--- src/rtl/cond_unit.sv ---
// Conditional-execution stage: holds the NZCV status register and gates PC, register and
// memory writes by the instruction condition. Define COND_FLAG_SPLIT_EN for separate NZ/CV writes.
module cond_unit #(
    parameter logic [3:0] RESET_FLAGS = 4'b0000
) (
    input  logic       clk,
    input  logic       rst,
    input  logic [3:0] cond,
    input  logic [3:0] alu_flags,
`ifdef COND_FLAG_SPLIT_EN
    input  logic [1:0] flag_w,
`else
    input  logic       flag_w,
`endif
    input  logic       pc_s,
    input  logic       reg_w,
    input  logic       mem_w,
    input  logic       no_write,
    output logic       pc_src,
    output logic       reg_write,
    output logic       mem_write,
    output logic       cond_ex,
    output logic [3:0] flags
);

    logic n, z, c, v;
    assign {n, z, c, v} = flags;

    // Decode looks only at the registered flags, so an instruction never sees its own result.
    always_comb begin
        cond_ex = 1'b0;
        case (cond)
            4'b0000: cond_ex = z;
            4'b0001: cond_ex = ~z;
            4'b0010: cond_ex = c;
            4'b0011: cond_ex = ~c;
            4'b0100: cond_ex = n;
            4'b0101: cond_ex = ~n;
            4'b0110: cond_ex = v;
            4'b0111: cond_ex = ~v;
            4'b1000: cond_ex = c & ~z;
            4'b1001: cond_ex = ~c | z;
            4'b1010: cond_ex = (n == v);
            4'b1011: cond_ex = (n != v);
            4'b1100: cond_ex = ~z & (n == v);
            4'b1101: cond_ex = z | (n != v);
            4'b1110: cond_ex = 1'b1;
            default: cond_ex = 1'b0;
        endcase
    end

    assign pc_src    = pc_s & cond_ex;
    assign reg_write = reg_w & cond_ex & ~no_write;
    assign mem_write = mem_w & cond_ex;

    always_ff @(posedge clk or posedge rst) begin
        if (rst) begin
            flags <= RESET_FLAGS;
        end else begin
`ifdef COND_FLAG_SPLIT_EN
            if (flag_w[1] & cond_ex) flags[3:2] <= alu_flags[3:2];
            if (flag_w[0] & cond_ex) flags[1:0] <= alu_flags[1:0];
`else
            if (flag_w & cond_ex) flags <= alu_flags;
`endif
        end
    end

endmodule

--- config.mk ---
export PLATFORM = sky130hd
export DESIGN_NAME = cond_unit
export DESIGN_NICKNAME = d
export VERILOG_FILES = /design/src/rtl/cond_unit.sv
export SDC_FILE = /design/constraint.sdc
export NUM_CORES = 1
export LEC_CHECK = 0
export BUFFER_PORTS_ARGS = -buffer_cell sky130_fd_sc_hd__buf_2
export CORE_AREA = 2 2 39 41
export DETAILED_ROUTE_END_ITERATION = 8
export DIE_AREA = 0 0 41 43
export GPL_ROUTABILITY_DRIVEN = 0
export GPL_TIMING_DRIVEN = 0
export SLEW_MARGIN = 20
export SYNTH_ARGS = -nofsm -noshare
export SYNTH_HDL_FRONTEND = slang
export SYNTH_SLANG_ARGS = --single-unit
export TNS_END_PERCENT = 10
--- constraint.sdc ---
create_clock -name clk -period 2.05 [get_ports clk]
set_input_delay 0.205 -clock clk [delete_from_list [all_inputs] [get_ports clk]]
set_output_delay 0.205 -clock clk [all_outputs]
set_load 0.02 [all_outputs]
======== Word level (Yosys, flattened, before mapping) ========
Cells that the tools add are included.
cells by class
  reduce and logical (&&, ||, !) cells .... 1
  bitwise operators ....................... 14
  equal/unequal tests ..................... 16
  mux-type cells .......................... 1
operators by type and width
  kind                                                                   count
  4-bit equality test, second input constant                             7
  4-bit by 3-bit equality test with 1-bit output, second input constant  4
  1-bit case mux with 15 select lines                                    1
  4-bit by 2-bit equality test with 1-bit output, second input constant  2
  1-bit AND                                                              7
  1-bit NOT                                                              5
  4-bit by 1-bit equality test with 1-bit output, second input constant  1
  4-bit zero test                                                        1
  1-bit bitwise OR                                                       2
  1-bit equality test                                                    1
  1-bit != test                                                          1
storage, ports and cells
  output and inout port bits .............. 8
  logic and storage cells ................. 33
  flip-flop bits (word level) ............. 4
  bits of input ports ..................... 15

======== Longest topological paths before layout ========
Gate-level depths: netlist of run 1.
  depth after elaboration ................. 5
  mapped depth ............................ 6

======== Least setup slack after synthesis of run 1 ========
OpenSTA, ideal clock, no wires.
  path kind ............................... register to output
  start point ............................. reg flags[3]
  end point ............................... out reg_write
  data arrival time ....................... 2.002 ns
  required time ........................... 1.845 ns
  path slack .............................. -0.157 ns
  stages on the path, launching flop included .. 6
  cell sequence ........................... dfrtp_1 xnor2_1 or3_1 a311oi_2 nor3_1 nor3b_1
on the way
  cells in the longest elaborated chain, start to end .. 5
  elaborated cells between the ends (all ways) .. 8
  classes of those cells .................. eq/ne: 2; mux: 1; bitwise: 5
RTL lines
  element                                               RTL line  RTL
  start, declared                                       23        output logic [3:0] flags
  start signal, assigned                                64        if (flag_w & cond_ex) flags <= alu_flags;
  1-bit != test or 1-bit equality test (tied branches)  -
  1-bit bitwise OR or 1-bit AND (tied branches)         46, 45
  1-bit case mux with 15 select lines (*)               32        case (cond)
  1-bit AND (*) (2 in a row)                            53        assign reg_write = reg_w & cond_ex & ~no_write;
  end, declared                                         20        output logic reg_write,
Every way passes the cells marked *; elsewhere a longest branch is shown, timed or not.

======== Worst setup path after layout of run 1 ========
  start point ............................. reg flags[0]
  end point ............................... out reg_write
The elaborated chain is that of the path after synthesis.

==> metrics, run 1 <==
port bufs=22; CP Capture Type=primary output; Max clock buf depth=2; Post-Synth Simple-Gate Area=a little over a third; ratio of cells with drive above 1 in the final layout=between 60% and 70%; Routed WL per cell=12.1 um; Die Footprint=1760 um^2; pwr dens=between 1000 and 1500 nW/um^2; Post-Synth Adder-Cell Area=0%; HPWL Detailed=between 700 and 800 um; status=complete, but fails checks; Synth Area in XOR/XNOR=4.23%; crit path DAT=1.93 ns; Core Area=roughly 1400 um^2; Sink Count=4; post-synthesis cell count=45; Slowest-stage cell, CP=dfrtp_1; Worst Path Required=between 1.5 and 2 ns; Commonest cells post-synth=4 x dfrtp_1, 4 x inv_1, 4 x mux2_2, 4 x nor3b_1, 3 x nor2b_1; Worst slew margin=~77%; Initial DRC Count=8; final hold slack=approximately 0.21 ns; max_cap viols=0; die width=about 41 um; GRT Total Usage=13.6%; final non-filler cell area=around 690 um^2; Area Overhead vs Synth=66.8%; final setup violation count=3; CP startpoint kind=flop; Clock Root Buffer=clkbuf_4; Avg Vias per Cell=approximately 4.9; first-pass GRT wire length=1620 um; Synth Register Bits=4; vias=474; syn avg cell area=a little over 9 um^2; Synth area leaders=dfrtp_1 24%, mux2_2 11%, nor3b_1 7.3%; Initial Util=~30%; worst-path cell chain=xnor2_1 > or3_1 > a311oi_2 > nor3_2 > nor3b_2 > buf_4; Detailed Route WL=approximately 1200 um; Layout Skew=between 0.002 and 0.0025 ns; Netlist cell types=28; Synth Cell Area=414 um^2; pre-CTS setup slack=0.00843 ns; Fillers=between 100 and 150; CTS buffer count=3; DRC=0; sequential fraction of the synthesis area=between 20% and 30%; 1st-pass router iterations=4; CP Max Fanout=4; Compound-Gate Fraction of Synth Area=roughly 17%; clk slew on worst S/H paths=0.04 ns; largest family of logic cells by synthesized area=simple AND/OR/NAND/NOR gates; RSZ-0062 raised after global routing=true; CTS tree=yes; LEAKAGE=0.324 nW; Final WS setup=-0.0818 ns; largest net degree at the start of global routing=11; Synth Net Count=60; post-synthesis mux area share=13.3%; total grt overflow=0; Reg with most FFs=flags; Worst Tran Pin Value=about 0.34 ns; total power=0.000811 W; Slew Viols, Final=0; Worst Setup Path Type=flop to primary output; minimum clock period=between 2 and 2.5 ns; Yosys top cell area share=roughly a quarter; final hold viol count=0; latest clock arrival within the worst-skew pair=about 0.23 ns; failing checks=setup timing; H-tree levels=1; IR drop worst, VDD=roughly 0.54 mV; FP Rows=14; # diodes=0; fraction of registers with async set/reset=100%; Die Y=around 43 um; Top Registers=flags: 4 flops; Synth Flop Type=dfrtp_1; Largest register FFs=4; initial antenna violation count=0; Critical Path Max Stage Delay=between 0.4 and 0.5 ns; vias in the first global route=between 400 and 500; nets=between 90 and 100; worst hold path class=input port to flop; crit share post-route=104%; DP Area=around 550 um^2; Synth Warn #=0; Fmax=~470 MHz; post-synth top area cell=dfrtp_1; IO Count=23; number of antenna-violating nets in the routed design=0; Post-synth EDFFs=0
## metrics by stage
stage | cells | TNS, ns | util, %
floorplan | 45 | 0 | -
global placement | 83 | 0 | 39.7
detailed placement | 83 | 0 | 39.7
CTS | 96 | -0.0266 | 47.6
global route | 96 | -0.447 | 49.9
finish | 96 | -0.124 | 49.9
## routing by layer
metal / global-route usage (%) / vias up / wire [um]
met5: 0 / - / 0
met4: 10.0 / 0 / 0
met3: 1.57 / 0 / 52
met2: 22.5 / 16 / 666
met1: 14.7 / 217 / 447
li1: - / 241 / -
## where the power goes
group,switching (W),internal [W]
clock network,0.0000293,0.0000653
registers,0.0000460,0.000122
logic,0.000267,0.000282
## critical path: cells and delay by family, from the launching register on
family | cells | cell delay, ns
buf+inv | 1 | 0.16
flops | 1 | 0.42
xor+xnor | 1 | 0.17
compound gates | 1 | 0.33
simple gates | 3 | 0.63
## final cells by class
cell class	count	area (um^2)	area share, %
clock buffers	3	22.5	3.26
plain buffers	2	12.5	1.81
repair buffers	32	195	28.3
multi-input cells	35	324	46.9
flip-flops and latches	4	101	14.7
well taps	16	20.0	2.90
inverters	4	15.0	2.17
## logic make-up (layout without fill, tap and decap cells)
group / after synthesis / count (layout)
xor+xnor: 2 / 2
buf+inv: 6 / 41
mux: 5 / 5
simple gates: 21 / 21
flops: 4 / 4
compound gates: 7 / 7
## timing repair
| item | CTS | global route |
|---|---|---|
| setup buffers | 9 | 0 |
| endpoints found under the setup margin | 4 | 8 |
| hold buffers | 1 | 0 |
| pin swaps | 3 | 1 |
| resized for setup | 3 | 6 |
| endpoints found under the hold margin | 4 | 0 |
## cells in the final DEF (no fill, tap or decap), drive strengths merged, types with 2 or more instances in the layout
| cell type | instances |
|---|---|
| mux2 | 4 |
| dfrtp | 4 |
| nor3b | 4 |
| a31oi | 2 |
| nand2 | 2 |
| inv | 4 |
| nor2b | 3 |
| buf | 33 |
| clkbuf | 3 |
| nand3b | 2 |
## worst paths after layout
check,start,endpoint,slack (ns),cells after the start
worst min register to register,flags[0],flags[0],0.61,1
max in group asynchronous,rst,flags[3],1.49,3
worst min-delay path,alu_flags[0],flags[0],0.21,2
min in group asynchronous,rst,flags[0],0.40,3
worst max-delay path,flags[0],reg_write,-0.08,6
worst max register to register,flags[1],flags[2],0.09,7
No activity file was read; power rests on OpenSTA's default activity.
==> inputs of run 2 (changes only) <==
--- a/config.mk
+++ b/config.mk
@@ -6,9 +6,10 @@
 export NUM_CORES = 1
 export LEC_CHECK = 0
 export BUFFER_PORTS_ARGS = -buffer_cell sky130_fd_sc_hd__buf_2
-export CORE_AREA = 2 2 39 41
+export CORE_AREA = 4 4 41 43
+export CTS_BUF_LIST = sky130_fd_sc_hd__clkbuf_4 sky130_fd_sc_hd__clkbuf_8 sky130_fd_sc_hd__clkbuf_16
 export DETAILED_ROUTE_END_ITERATION = 8
-export DIE_AREA = 0 0 41 43
+export DIE_AREA = 0 0 45 47
 export GPL_ROUTABILITY_DRIVEN = 0
 export GPL_TIMING_DRIVEN = 0
 export SLEW_MARGIN = 20
==> metrics, run 2 (synthesis results as in run 1) <==
Die Y=47 um (was 43 um); crit share post-route=102% (was 104%); die width=45 um (was 41 um); Largest register FFs=4 (unchanged); DP Area=548 um^2 (was 549 um^2); CP Max Fanout=4 (unchanged); Initial Util=31.8% (was 29.9%); Layout Skew=0.00173 ns (was 0.00212 ns); total power=0.000860 W (was 0.000811 W); Clock Root Buffer=clkbuf_4 (unchanged); crit path DAT=1.88 ns (was 1.93 ns); pwr dens=1180 nW/um^2 (was 1170 nW/um^2); Reg with most FFs=flags (unchanged); worst-path cell chain=xnor2_2 > or3_4 > a311oi_4 > nor3_4 > nor3b_2 > buf_4 (was xnor2_1 > or3_1 > a311oi_2 > nor3_2 > nor3b_2 > buf_4); Worst slew margin=79.8% (was 77.4%); Final WS setup=-0.0325 ns (was -0.0818 ns); commonest cells after routing, fill and taps aside=19 x buf_2, 14 x buf_4, 4 x inv_1, 4 x mux2_2 (was 20 x buf_2, 13 x buf_4, 4 x inv_1, 4 x mux2_2); Top Registers=flags: 4 flops (unchanged); initial antenna violation count=0 (unchanged); Fmax=480 MHz (was 469 MHz); total grt overflow=0 (unchanged); CTS tree=yes (unchanged); Max clock buf depth=2 (unchanged); Area Overhead vs Synth=76.4% (was 66.8%); CTS buffer count=3 (unchanged); Slowest-stage cell, CP=dfrtp_1 (unchanged); GRT Total Usage=12.5% (was 13.6%); Avg Vias per Cell=4.89 (was 4.94); most common cell after layout, fill and taps aside=buf_2 (unchanged); WP buf/inv=1 (unchanged); Worst Setup Path Type=flop to primary output (unchanged); max_cap viols=0 (unchanged); setup_tns=-0.0325 ns (was -0.124 ns); Worst Tran Pin Value=0.302 ns (was 0.340 ns); RSZ-0062 raised after global routing=true (unchanged); # diodes=0 (unchanged); latest clock arrival within the worst-skew pair=0.23 ns (about the same); Critical Path Max Stage Delay=0.41 ns (was 0.42 ns); Slew Viols, Final=0 (unchanged); status=complete, but fails checks (unchanged); failing checks=setup timing (unchanged); CP startpoint kind=flop (unchanged); nets=97 (unchanged); Worst Path Required=1.85 ns (about the same); ratio of cells with drive above 1 in the final layout=65.0% (was 60.0%); Core Area=1300 um^2 (was 1380 um^2); first-pass GRT wire length=1910 um (was 1620 um); Initial DRC Count=2 (was 8); CP Capture Type=primary output (unchanged); IR drop worst, VDD=0.605 mV (was 0.543 mV); final non-filler cell area=731 um^2 (was 691 um^2); CP top delay family=simple AND/OR/NAND/NOR gates (unchanged); clk slew on worst S/H paths=0.03 ns (was 0.04 ns); Routed WL per cell=11.7 um (was 12.1 um); 1st-pass router iterations=3 (was 4); final setup violation count=1 (was 3); LEAKAGE=0.338 nW (was 0.324 nW); Die Footprint=2120 um^2 (was 1760 um^2); HPWL Detailed=760 um (was 764 um); largest net degree at the start of global routing=11 (unchanged); vias=465 (was 474); FP Rows=13 (was 14); DRC=0 (unchanged); number of antenna-violating nets in the routed design=0 (unchanged); final hold viol count=0 (unchanged); port bufs=22 (unchanged); minimum clock period=2.08 ns (was 2.13 ns); worst hold path class=input port to flop (unchanged); Detailed Route WL=1110 um (was 1170 um); vias in the first global route=463 (was 426); Sink Count=4 (unchanged); IO Count=23 (unchanged); H-tree levels=1 (unchanged)
-- run 2: report_power, final --
group / total [W] / switching (W) / internal, W / leakage (nW)
clock: 0.0000951 / 0.0000298 / 0.0000653 / 0.0138
combinational: 0.000586 / 0.000277 / 0.000309 / 0.279
sequential: 0.000179 / 0.0000541 / 0.000124 / 0.0450
-- run 2: per-layer routing --
layer / vias to the layer above / wire length, um / track usage, %
met1: 209 / 436 / 13.0
met3: 3 / 49 / 2.68
met4: 0 / 25 / 7.02
met5: - / 0 / 0
li1: 241 / - / -
met2: 12 / 595 / 23.2
-- run 2: area by class of cell --
class / instances / area (um^2)
timing repair buffer: 32 / 198
multi-input combinational: 35 / 362
tap: 15 / 18.8
buffer: 2 / 12.5
inverter: 4 / 15.0
sequential: 4 / 103
clock buffer: 3 / 22.5
fill: 129 / 571
-- run 2: what timing repair did --
item | 4_1_cts | 5_1_grt
pin swaps | 4 | 3
setup buffers | 7 | 2
cloned | 0 | 0
setup endpoints to repair | 4 | 8
hold buffers | 1 | 0
resized for setup | 12 | 5
endpoints found under the hold margin | 4 | 0
-- run 2: per-stage QoR --
stage | hold WS [ns] | util (%) | worst slack, ns | std cells
floorplan | -0.0289 | - | 0.0283 | 45
global placement | 0.0908 | 42.1 | 0.0396 | 82
detailed placement | 0.0943 | 42.1 | 0.0259 | 82
CTS | 0.195 | 53.4 | -0.0402 | 93
global route | 0.191 | 56.2 | -0.142 | 95
finish | 0.201 | 56.2 | -0.0325 | 95
-- run 2: final timing paths --
path / start / to / slack [ns] / depth (start not counted)
setup / recovery: flags[0] / reg_write / -0.03 / 6
hold / removal: alu_flags[0] / flags[0] / 0.20 / 2
setup reg to reg: flags[3] / flags[2] / 0.02 / 9
hold reg to reg: flags[1] / flags[1] / 0.57 / 1
max in group asynchronous: rst / flags[2] / 1.49 / 3
min in group asynchronous: rst / flags[0] / 0.39 / 3
